==> src/rtl/nes_poll_scheduler.sv <==
module nes_poll_scheduler #(
  parameter int unsigned POLL_PERIOD  = 833333,
  parameter int unsigned TIMEOUT      = 50000,
  parameter int unsigned STABLE_COUNT = 2
) (
  input  logic       clk,
  input  logic       rst,
  input  logic       enable,
  input  logic       bridge_ready,
  output logic       bridge_start,
  input  logic       bridge_valid,
  input  logic [7:0] bridge_joypad,
  output logic [7:0] buttons,
  output logic [7:0] pressed,
  output logic [7:0] released,
  output logic       event_valid,
  output logic       timeout_err,
  output logic [7:0] err_count
);

  localparam int unsigned PW = (POLL_PERIOD > 1) ? $clog2(POLL_PERIOD) : 1;
  localparam int unsigned TW = $clog2(TIMEOUT + 1);
  localparam logic [PW-1:0] PERIOD_LAST = PW'(POLL_PERIOD - 1);
  localparam logic [TW-1:0] TMO_LOAD    = TW'(TIMEOUT);
  localparam logic [TW-1:0] TMO_LAST    = TW'(1);
  localparam logic [3:0]    SC_MAX      = 4'(STABLE_COUNT);

  typedef enum logic [2:0] {
    IDLE,
    WAIT_READY,
    START,
    WAIT_VALID,
    EVAL
  } state_t;

  state_t        state;
  state_t        state_nx;

  logic [PW-1:0] period_cnt;
  logic          poll_due;
  logic          wrap;
  logic [TW-1:0] tmo_cnt;
  logic [7:0]    sample;
  logic [7:0]    candidate;
  logic [3:0]    stable_cnt;

  logic [7:0]    cand_nx;
  logic [3:0]    cnt_nx;
  logic          publish;
  logic          timeout_hit;

  logic          pend_ev;
  logic [7:0]    pend_buttons;
  logic [7:0]    pend_pressed;
  logic [7:0]    pend_released;

  assign wrap = (period_cnt == PERIOD_LAST);

  always_comb begin
    state_nx    = state;
    cand_nx     = candidate;
    cnt_nx      = stable_cnt;
    publish     = 1'b0;
    timeout_hit = 1'b0;

    if (sample == candidate) begin
      cnt_nx = (stable_cnt < SC_MAX) ? stable_cnt + 4'd1 : SC_MAX;
    end else begin
      cand_nx = sample;
      cnt_nx  = 4'd1;
    end

    unique case (state)
      IDLE: begin
        if (enable && poll_due) state_nx = WAIT_READY;
      end
      WAIT_READY: begin
        if (!enable)          state_nx = IDLE;
        else if (bridge_ready) state_nx = START;
      end
      START: begin
        state_nx = WAIT_VALID;
      end
      WAIT_VALID: begin
        if (bridge_valid) begin
          state_nx = EVAL;
        end else if (tmo_cnt == TMO_LAST) begin
          state_nx    = IDLE;
          timeout_hit = 1'b1;
        end
      end
      EVAL: begin
        state_nx = IDLE;
        publish  = (cnt_nx == SC_MAX) && (cand_nx != buttons);
      end
      default: begin
        state_nx = IDLE;
      end
    endcase
  end

  always_ff @(posedge clk) begin
    if (rst) begin
      state         <= IDLE;
      bridge_start  <= 1'b0;
      period_cnt    <= '0;
      poll_due      <= 1'b0;
      tmo_cnt       <= '0;
      sample        <= '0;
      candidate     <= '0;
      stable_cnt    <= '0;
      pend_ev       <= 1'b0;
      pend_buttons  <= '0;
      pend_pressed  <= '0;
      pend_released <= '0;
      buttons       <= '0;
      pressed       <= '0;
      released      <= '0;
      event_valid   <= 1'b0;
      timeout_err   <= 1'b0;
      err_count     <= '0;
    end else begin
      state        <= state_nx;
      bridge_start <= (state_nx == START);

      if (!enable) begin
        period_cnt <= '0;
        poll_due   <= 1'b0;
      end else begin
        period_cnt <= wrap ? '0 : period_cnt + 1'b1;
        if (state == START)
          poll_due <= 1'b0;
        else if (wrap)
          poll_due <= 1'b1;
      end

      if (state == START)
        tmo_cnt <= TMO_LOAD;
      else if (state == WAIT_VALID && !bridge_valid && tmo_cnt != TMO_LAST)
        tmo_cnt <= tmo_cnt - 1'b1;

      if (state == WAIT_VALID && bridge_valid)
        sample <= bridge_joypad;

      if (state == EVAL) begin
        candidate  <= cand_nx;
        stable_cnt <= cnt_nx;
      end

      // The EVAL decision is staged once so the published outputs land two
      // clocks after the edge that captured the sample.
      pend_ev <= publish;
      if (publish) begin
        pend_buttons  <= cand_nx;
        pend_pressed  <= cand_nx & ~buttons;
        pend_released <= ~cand_nx & buttons;
      end

      event_valid <= pend_ev;
      pressed     <= pend_ev ? pend_pressed  : '0;
      released    <= pend_ev ? pend_released : '0;
      if (pend_ev)
        buttons <= pend_buttons;

      timeout_err <= timeout_hit;
      if (timeout_hit && err_count != 8'hFF)
        err_count <= err_count + 8'd1;
    end
  end

endmodule
==> config.mk <==
export PLATFORM = sky130hd
export DESIGN_NAME = nes_poll_scheduler
export DESIGN_NICKNAME = d
export VERILOG_FILES = /design/src/rtl/nes_poll_scheduler.sv
export SDC_FILE = /design/constraint.sdc
export NUM_CORES = 1
export LEC_CHECK = 0
export BUFFER_PORTS_ARGS = -buffer_cell sky130_fd_sc_hd__buf_2
export CORE_UTILIZATION = 59
export CTS_CLUSTER_DIAMETER = 60
export DETAILED_ROUTE_END_ITERATION = 8
export PLACE_DENSITY_LB_ADDON = 0.3
export RECOVER_POWER = 25
export SETUP_SLACK_MARGIN = 0.02
export SYNTH_ARGS = -nofsm -noshare
export SYNTH_HDL_FRONTEND = slang
export SYNTH_SLANG_ARGS = --single-unit
==> constraint.sdc <==
create_clock -name clk -period 2.8 [get_ports clk]
set_clock_uncertainty 0.1 [all_clocks]
set_input_delay 0.14 -clock clk [delete_from_list [all_inputs] [get_ports clk]]
set_output_delay 0.14 -clock clk [all_outputs]
set_load 0.005 [all_outputs]
==> metrics.md, run 1 <==
| Metric | Value |
|---|---|
| Worst hold endpoint | state[2] |
| Final Wtd Congestion | 0.839 |
| Comb pwr share | 1.6% |
| Syn-to-layout area delta | 18.3% |
| Core area | 8720 um^2 |
| Max_cap viols | 0 |
| DP HPWL | 7.63 mm |
| Clk slew on worst S/H paths | 60 ps |
| Synth Area in XOR/XNOR | 2.80% |
| Compound-Gate Fraction of Synth Area | 10.4% |
| Relative slew slack | 49.4% |
| Post-synthesis adder-cell area fraction | 5.18% |
| Distinct cells, synth | 52 |
| Initial core utilization | 60.9% |
| Critical path arrival | 2790 ps |
| Antenna Nets Post-Route | 0 |
| Post-CTS Setup Repair Bufs | 0 |
| H-tree depth | 4 |
| Clock latency on the worst-skew pair | 510 ps |
| Yosys warnings | 0 |
| Crit-path max FO | 12 |
| Share of cells above drive strength 1 | 14.6% |
| Sw Pwr | 0.000836 W |
| Outcome | finished, final reports clean |
| Vias in the first global route | 4401 |
| CTS Buf Count | 17 |
| Largest family of logic cells by synthesized area | simple AND/OR/NAND/NOR gates |
| Average wire per standard cell | 15.1 um |
| Mapped Avg Cell Area | 8.85 um^2 |
| Worst hold path depth | 3 |
| Crit path required time | 3090 ps |
| PwrDens | 604 nW/um^2 |
| Hold Crit Class | in2reg |
| Die Span X | 96.9 um |
| Post-route minimum period | 2500 ps |
| Worst r2r path cells | 4 |
| Sw Share | 22.0% |
| Initial antenna violation count | 0 |
| Register area share after synthesis | 45.2% |
| Grt ovf | 0 |
| Setup TNS | 0 ps |
| Final setup vio count | 0 |
| Ant diodes | 0 |
| Post-Synth Simple-Gate Area | 25.3% |
| # IOs | 48 |
| Syn Nets | 635 |
| Crit Path Category | reg2reg |
| Overall power | 0.00380 W |
| Largest net degree at the start of global routing | 51 |
| Clock Path Buffers | 2 |
| First-pass iteration count of the detailed router | 5 |
| Share of total power in the clock network | 53.3% |
| Die Footprint | 9390 um^2 |
| Peak VDD IR | 0.461 mV |
| Fmax | 400 MHz |
| Num rows | 34 |
| Clock tree root buffer cell | clkbuf_8 |
| Mapped Area | 5310 um^2 |
| Fin util | 72.0% |
| Pleak | 2.41 nW |
| Placed insts | 731 |
| Startpoint Class | flip-flop |
| Final period util | 89.3% |
| Final nets | 688 |
| Primary FF master, synth | dfxtp_1 |
| Final hold violations | 0 |
| Register share of total power | 45.1% |
| Non-filler instance count after layout | 774 |
| Total routed wirelength | 11.7 mm |
| Routed vias/inst | 5.75 |
| Detailed-route DRC error count | 0 |
| Post-synth EDFFs | 0 |
| Die Height | 96.9 um |
| Reg-to-Reg End | err_count[7] |
| FF-to-FF Start | tmo_cnt[6] |
| Worst Hold Launch | bridge_valid |
| Number of DRC markers in iteration 0 | 156 |
| FF-to-FF setup slack | 300 ps |
| Global-route wire length before repair | 20.2 mm |
| Pint | 0.00296 W |
| Fill count | 654 |
| CTS tree | built |
| RSZ-0062 raised after global routing | no |
| Synthesized flop and latch total | 120 |
| Clk sink count | 120 |
| Port bufs | 47 |
| Max-slew violations | 0 |
| Cell count after synthesis | 600 |
| GRT Util Overall | 26.4% |
| Crit. End Element | flip-flop |
| Final design area excluding fillers | 6280 um^2 |
| Slew @ Worst Pin | 752 ps |
| Multiplexer share of the synthesized area | 6.45% |
| Via count | 4451 |
| Placed cell area | 5620 um^2 |
| FFs w/ async S/R, synth | 0% |
-- area by class of cell --
| cell class | count | area, um^2 | area share, % |
|---|---|---|---|
| well taps | 108 | 135 | 2.15 |
| repair buffers | 71 | 432 | 6.87 |
| flip-flops and latches | 120 | 2400 | 38.2 |
| inverters | 24 | 90.1 | 1.43 |
| clock buffers | 19 | 442 | 7.03 |
| multi-input cells | 419 | 2660 | 42.4 |
| clock inverters | 13 | 119 | 1.89 |
-- critical path, stage by stage, from the launching register on --
cell     delay, ps
dfxtp_1        360
or4_1          640
or4_4          600
nor4_1         330
mux2_1         350
-- stage by stage --
stage | hold WS (ps) | worst slack, ps
after floorplan | 176 | 353
after global placement | 281 | 383
after detailed placement | 287 | 325
after CTS | 56.3 | 310
after global routing | 78.2 | 229
final | 69.1 | 300
-- power by group through the flow --
stage / combinational [W] / sequential [W] / clock (W)
after floorplan: 0.0000295 / 0.00175 / 0
after global placement: 0.0000482 / 0.00175 / 0
after detailed placement: 0.0000497 / 0.00175 / 0
after CTS: 0.0000616 / 0.00171 / 0.00205
after global routing: 0.0000682 / 0.00171 / 0.00213
final: 0.0000620 / 0.00171 / 0.00202
-- sequential cells by signal, indices dropped and copies added, names as in the netlist, 3 cells and up --
signal	count
pend_pressed	8
candidate	8
state	3
pressed	8
tmo_cnt	16
err_count	8
pend_buttons	8
buttons	8
stable_cnt	4
sample	8
pend_released	8
period_cnt	20
released	8
-- cells in the final DEF (no fill, tap or decap), drive strengths merged, types with 4 or more instances in the layout --
| cell type | instances |
|---|---|
| nor4 | 9 |
| nor2b | 7 |
| nand2 | 97 |
| or4 | 19 |
| dfxtp | 120 |
| mux2i | 32 |
| and2 | 20 |
| xor2 | 16 |
| nand3 | 14 |
| o21ai | 11 |
| nor3 | 7 |
| o31ai | 13 |
| a21oi | 42 |
| clkbuf | 26 |
| nor2 | 29 |
| and3 | 4 |
| nand4 | 15 |
| ha | 22 |
| clkinv | 8 |
| a31oi | 6 |
| buf | 53 |
| and4 | 4 |
| inv | 27 |
| dlygate4sd3 | 11 |
| or3 | 12 |
-- kinds of logic after synthesis --
family                   after synthesis
AND/OR/NAND/NOR                      256
flip-flops                           120
AO/OA/AOI/OAI                         90
buffers and inverters                 61
multiplexers                          34
adder cells (fa/ha/maj)               22
XOR/XNOR                              17
-- how the worst max path moves through the flow --
stage / startpoint / to / slack (ps)
2_1_floorplan: tmo_cnt[10] / err_count[7] / 350
3_3_place_gp: tmo_cnt[6] / err_count[7] / 380
3_5_place_dp: tmo_cnt[6] / err_count[7] / 330
4_1_cts: tmo_cnt[6] / err_count[7] / 310
5_1_grt: tmo_cnt[6] / err_count[7] / 230
6_report: tmo_cnt[6] / err_count[7] / 300
-- routing by layer --
metal	vias up	part of all wire, %	wire length [um]	global-route usage (%)
met5	-	0	0	0
met4	0	2.0	238	9.99
met3	17	3.6	420	6.65
met2	104	53	6140	45.6
met1	2118	42	4880	31.4
li1	2212	-	-	-
-- cells in the mapped netlist (all sizes together) (2+ instances only) --
| library cell | n | area [um^2] |
|---|---|---|
| nor3b | 3 | 22.5 |
| nor2b | 7 | 43.8 |
| nand2 | 97 | 364 |
| or4 | 19 | 150 |
| mux2 | 2 | 22.5 |
| o31ai | 13 | 97.6 |
| clkbuf | 32 | 120 |
| a211oi | 2 | 15.0 |
| o21ai | 11 | 55.1 |
| dfxtp | 120 | 2400 |
| a21oi | 42 | 210 |
| o21a | 2 | 15.0 |
| a311oi | 3 | 26.3 |
| ha | 22 | 275 |
| nor4bb | 2 | 20.0 |
| nor4 | 9 | 56.3 |
| inv | 24 | 90.1 |
| nand3 | 14 | 70.1 |
| mux2i | 32 | 320 |
| nand4 | 15 | 93.8 |
| xor2 | 16 | 140 |
| nor3 | 7 | 35.0 |
| or3 | 12 | 75.1 |
| or2 | 3 | 18.8 |
| buf | 5 | 36.3 |
| nor2 | 29 | 109 |
| a31oi | 6 | 37.5 |
| o211a | 2 | 20.0 |
| and3 | 4 | 25.0 |
| and4b | 3 | 30.0 |
| and4 | 4 | 35.0 |
| or3b | 3 | 26.3 |
| and2 | 20 | 125 |
| nand2b | 2 | 12.5 |
-- timing repair --
| item | 4_1_cts | 5_1_grt |
|---|---|---|
| hold buffers | 11 | 0 |
| gates resized for setup | 0 | 0 |
| endpoints found under the hold margin | 23 | 0 |
Note: power is estimated with default switching activity, not from simulation.
==> run 2: changes to the inputs <==
--- a/config.mk
+++ b/config.mk
@@ -6,7 +6,9 @@
 export NUM_CORES = 1
 export LEC_CHECK = 0
 export BUFFER_PORTS_ARGS = -buffer_cell sky130_fd_sc_hd__buf_2
-export CORE_UTILIZATION = 59
+export CELL_PAD_IN_SITES_DETAIL_PLACEMENT = 1
+export CELL_PAD_IN_SITES_GLOBAL_PLACEMENT = 1
+export CORE_UTILIZATION = 45
 export CTS_CLUSTER_DIAMETER = 60
 export DETAILED_ROUTE_END_ITERATION = 8
 export PLACE_DENSITY_LB_ADDON = 0.3
==> run 2 against run 1 <==
Clock power grew 6%. Cell count grew 4.5%. Global-route usage shrank 3.5 points. Via count shrank 0.36%. Non-clock buffer count is the same. Critical path depth is the same. Sequential share of layout area shrank 0.39 points. Highest routed layer unchanged.
==> metrics.md, run 2 (synthesis results as in run 1) <==
| Metric | Value |
|---|---|
| Crit Path Category | reg2reg |
| # IOs | 48 |
| CTS Buf Count | 17 |
| Initial core utilization | 46.3% |
| Fill count | 1339 |
| Sw Share | 20.3% |
| Slew @ Worst Pin | 675 ps |
| Largest net degree at the start of global routing | 43 |
| RSZ-0062 raised after global routing | no |
| Final Wtd Congestion | 0.802 |
| Most flops, register | period_cnt |
| Comb pwr share | 1.6% |
| Clk sink count | 120 |
| Relative slew slack | 54.6% |
| Sw Pwr | 0.000798 W |
| Total routed wirelength | 13.3 mm |
| Vias in the first global route | 4611 |
| Share of cells above drive strength 1 | 14.0% |
| Clock tree root buffer cell | clkbuf_16 |
| Pleak | 2.41 nW |
| Most frequent cells in the layout | dfxtp_1, nand2_1, buf_2, a21oi_1, mux2i_1 |
| Global-route wire length before repair | 22.3 mm |
| Critical path arrival | 2720 ps |
| CTS tree | built |
| Final setup vio count | 0 |
| Largest register FFs | 20 |
| Fmax | 396 MHz |
| Detailed-route DRC error count | 0 |
| Crit. End Element | flip-flop |
| Die Span X | 111 um |
| Die Height | 111 um |
| Regs by FF count | period_cnt: 20 flops, tmo_cnt: 16 flops |
| Peak VDD IR | 0.484 mV |
| Clock latency on the worst-skew pair | 410 ps |
| Hold Crit Class | in2reg |
| Pint | 0.00312 W |
| Average wire per standard cell | 16.4 um |
| Grt ovf | 0 |
| Final setup margin | 278 ps |
| Die Footprint | 12200 um^2 |
| Most common cell after layout, fill and taps aside | dfxtp_1 |
| Syn-to-layout area delta | 19.5% |
| Share of total power in the clock network | 54.7% |
| Clock Path Buffers | 2 |
| Core area | 11500 um^2 |
| First-pass iteration count of the detailed router | 4 |
| Number of DRC markers in iteration 0 | 180 |
| DP HPWL | 8.82 mm |
| Outcome | finished, final reports clean |
| Area of the multi-input gates | 2660 um^2 |
| Post-route minimum period | 2520 ps |
| Place WS | 287 ps |
| Clk slew on worst S/H paths | 50 ps |
| Overall power | 0.00392 W |
| Final nets | 688 |
| Routed vias/inst | 5.48 |
| Post-cts sizing count | 0 |
| Hold_ws | 43.5 ps |
| Final period util | 90.1% |
| Initial antenna violation count | 0 |
| Placed insts | 767 |
| Port bufs | 47 |
| Max_cap viols | 0 |
| H-tree depth | 4 |
| Antenna Nets Post-Route | 0 |
| Crit path required time | 2990 ps |
| Crit-path max FO | 12 |
| Worst path cell trace | or4_1 > or4_4 > nor4_1 > mux2_1 |
| Non-filler instance count after layout | 809 |
| Num rows | 39 |
| Via count | 4435 |
| Final hold violations | 0 |
| FF-to-FF setup slack | 280 ps |
| Register area | 2400 um^2 |
| GRT Util Overall | 22.9% |
| Ant diodes | 0 |
| Startpoint Class | flip-flop |
| Max-slew violations | 0 |
| Setup TNS | 0 ps |
| Worst path max stage delay | 670 ps |
| CP max stage cell | or4_1 |
| PwrDens | 618 nW/um^2 |
| Register share of total power | 43.7% |
run 2: final cells by class:
type                            instances  share of cell area, %
Multi-Input combinational cell        419                   41.9
Clock inverter                          9                   1.97
Inverter                               24                   1.42
Clock buffer                           23                   7.06
Timing Repair Buffer                   71                   6.94
Sequential cell                       120                   37.8
Tap cell                              143                   2.82
run 2: metrics by stage:
step | util (%) | cell area, um^2
after global placement | 49.6 | 5690
after floorplan | - | 5310
after detailed placement | 49.6 | 5690
after CTS | 55.5 | 6360
after global routing | 55.4 | 6350
final | 55.4 | 6350
run 2: power groups by stage:
stage	clock, W	combinational (W)	sequential (W)
floorplan	0	0.0000295	0.00175
global placement	0	0.0000505	0.00175
detailed placement	0	0.0000516	0.00175
CTS	0.00218	0.0000623	0.00171
global route	0.00226	0.0000699	0.00171
finish	0.00215	0.0000621	0.00171
run 2: final timing paths:
path | startpoint | endpoint | cells past startpoint
worst max-delay path | tmo_cnt[6] | err_count[7] | 4
worst min-delay path | rst | buttons[3] | 2
worst max register to register | tmo_cnt[6] | err_count[7] | 4
worst min register to register | pend_released[7] | released[7] | 1
run 2: worst max-delay path: cells and delay by family, from the launching register on:
kind	cells	cell delay (ps)
AND/OR/NAND/NOR	3	1600
multiplexers	1	350
flip-flops	1	360
run 2: timing repair:
item                                   CTS  global route
endpoints found under the hold margin   10             0
buffers inserted                         0             0
hold buffers                            10             0
run 2: per-layer routing:
| metal | share of wire, % | wire length (um) | GRT usage [%] | vias to the layer above |
|---|---|---|---|---|
| met5 | 0 | 0 | 0 | - |
| met4 | 1.5 | 201 | 8.80 | 0 |
| met3 | 2.4 | 319 | 5.71 | 16 |
| met2 | 53 | 7020 | 41.3 | 45 |
| met1 | 43 | 5730 | 25.6 | 2169 |
| li1 | - | - | - | 2205 |
==> run 3: changes to the inputs <==
--- a/config.mk
+++ b/config.mk
@@ -6,7 +6,7 @@
 export NUM_CORES = 1
 export LEC_CHECK = 0
 export BUFFER_PORTS_ARGS = -buffer_cell sky130_fd_sc_hd__buf_2
-export CELL_PAD_IN_SITES_DETAIL_PLACEMENT = 1
+export CELL_PAD_IN_SITES_DETAIL_PLACEMENT = 0
 export CELL_PAD_IN_SITES_GLOBAL_PLACEMENT = 1
 export CORE_UTILIZATION = 45
 export CTS_CLUSTER_DIAMETER = 60
==> constraint.sdc (replaced) <==
create_clock -name clk -period 2.4 [get_ports clk]
set_clock_uncertainty 0.1 [all_clocks]
set_input_delay 0.12 -clock clk [delete_from_list [all_inputs] [get_ports clk]]
set_output_delay 0.12 -clock clk [all_outputs]
set_load 0.005 [all_outputs]
==> run 3 against run 2 <==
Total power grew 16%. First-iteration DRC count grew 28%. Final area grew 1.6%. Sequential share of layout area shrank 0.59 points. Non-clock buffer count grew 9. Clock power grew 14%. Critical endpoint is now err_count[4]. Largest cell class unchanged. Highest routed layer unchanged.
==> metrics.md, run 3 (synthesis results as in run 1) <==
| Metric | Value |
|---|---|
| Worst path cell trace | or4_1 > or4_4 > or4_1 > a21oi_1 |
| Max_cap viols | 0 |
| Fin util | 56.2% |
| Most common cell after layout, fill and taps aside | dfxtp_1 |
| Num rows | 39 |
| DP HPWL | 7.85 mm |
| PwrDens | 703 nW/um^2 |
| CTS tree | built |
| Peak VDD IR | 0.798 mV |
| Setup TNS | 0 ps |
| Pleak | 2.47 nW |
| Buf/Inv on CP | 0 |
| Clock tree root buffer cell | clkbuf_16 |
| Clock latency on the worst-skew pair | 420 ps |
| Overall power | 0.00453 W |
| Crit-path max FO | 10 |
| Syn-to-layout area delta | 21.4% |
| Clk sink count | 120 |
| Die Height | 111 um |
| First-pass iteration count of the detailed router | 4 |
| Crit Path Category | reg2reg |
| Most flops, register | period_cnt |
| RSZ-0062 raised after global routing | yes |
| GRT Util Overall | 19.7% |
| Die Footprint | 12200 um^2 |
| Slew @ Worst Pin | 662 ps |
| CTS Buf Count | 17 |
| Crit path required time | 2650 ps |
| Via count | 4346 |
| Largest register FFs | 20 |
| Final Wtd Congestion | 0.795 |
| Clk slew on worst S/H paths | 50 ps |
| Ant diodes | 0 |
| Post-route minimum period | 2310 ps |
| Largest net degree at the start of global routing | 31 |
| Initial antenna violation count | 0 |
| Core area | 11500 um^2 |
| Critical path arrival | 2560 ps |
| Outcome | finished, final reports clean |
| Detailed-route DRC error count | 0 |
| Most frequent cells in the layout | dfxtp_1, nand2_1, buf_2, a21oi_1, mux2i_1 |
| Startpoint Class | flip-flop |
| Average wire per standard cell | 14.0 um |
| Relative slew slack | 55.9% |
| Final nets | 697 |
| Final hold violations | 0 |
| Die Span X | 111 um |
| Share of cells above drive strength 1 | 16.8% |
| Max-slew violations | 0 |
| Port bufs | 47 |
| Final setup vio count | 0 |
| Crit path top cell by count | or4_1 |
| Delay-heaviest family, CP | simple AND/OR/NAND/NOR gates |
| Antenna Nets Post-Route | 0 |
| Vias in the first global route | 4153 |
| CP max stage cell | or4_4 |
| Routed vias/inst | 5.33 |
| Crit. End Element | flip-flop |
| Grt ovf | 0 |
| H-tree depth | 4 |
| Clock Path Buffers | 2 |
| FF-to-FF setup slack | 90 ps |
| Fmax | 432 MHz |
| Final period util | 96.5% |
| # IOs | 48 |
| Hold Crit Class | in2reg |
| Total routed wirelength | 11.4 mm |
| Number of DRC markers in iteration 0 | 231 |
| Regs by FF count | period_cnt: 20 flops, tmo_cnt: 16 flops |
| Global-route wire length before repair | 19.4 mm |
| Initial core utilization | 46.3% |
| Worst path max stage delay | 610 ps |
[run 3: worst paths after layout]
path	from	end	depth (start not counted)
worst max-delay path	tmo_cnt[8]	err_count[4]	4
worst min-delay path	rst	buttons[5]	2
worst max register to register	tmo_cnt[8]	err_count[4]	4
worst min register to register	pend_pressed[1]	pressed[1]	1
[run 3: routing by layer]
| metal | up-vias | wire length [um] | track usage [%] |
|---|---|---|---|
| li1 | 2221 | - | - |
| met4 | 0 | 219 | 8.62 |
| met2 | 72 | 5490 | 31.6 |
| met3 | 18 | 381 | 5.60 |
| met1 | 2035 | 5350 | 24.5 |
| met5 | - | 0 | 0 |
[run 3: final cells by class]
class	count	area, um^2
timing repair buffer	80	513
fill	1037	5020
sequential	120	2400
inverter	24	90.1
clock buffer	22	474
tap	143	179
clock inverter	8	97.6
multi-input combinational	419	2690
[run 3: what timing repair did]
item	4_1_cts	5_1_grt
setup endpoints to repair	0	5
gates resized for setup	0	3
hold endpoints to repair	10	0
setup buffers	0	1
hold buffers	10	0
[run 3: report_power, final]
| part | total, W | switching, W | internal, W |
|---|---|---|---|
| combinational | 0.0000734 | 0.0000455 | 0.0000279 |
| clock | 0.00246 | 0.000872 | 0.00159 |
| sequential | 0.00200 | 0.00000214 | 0.00200 |
| total | 0.00453 | 0.000919 | 0.00361 |
[run 3: stage by stage]
stage                     hold slack, ps  cell area [um^2]  worst slack [ps]  cells
after detailed placement             268              5760              79.2    775
final                               42.6              6450              85.1    816
after CTS                           37.6              6430              73.7    815
after global placement               263              5760              91.1    775
after global routing                59.1              6450              8.84    816
after floorplan                      156              5320              76.2    600
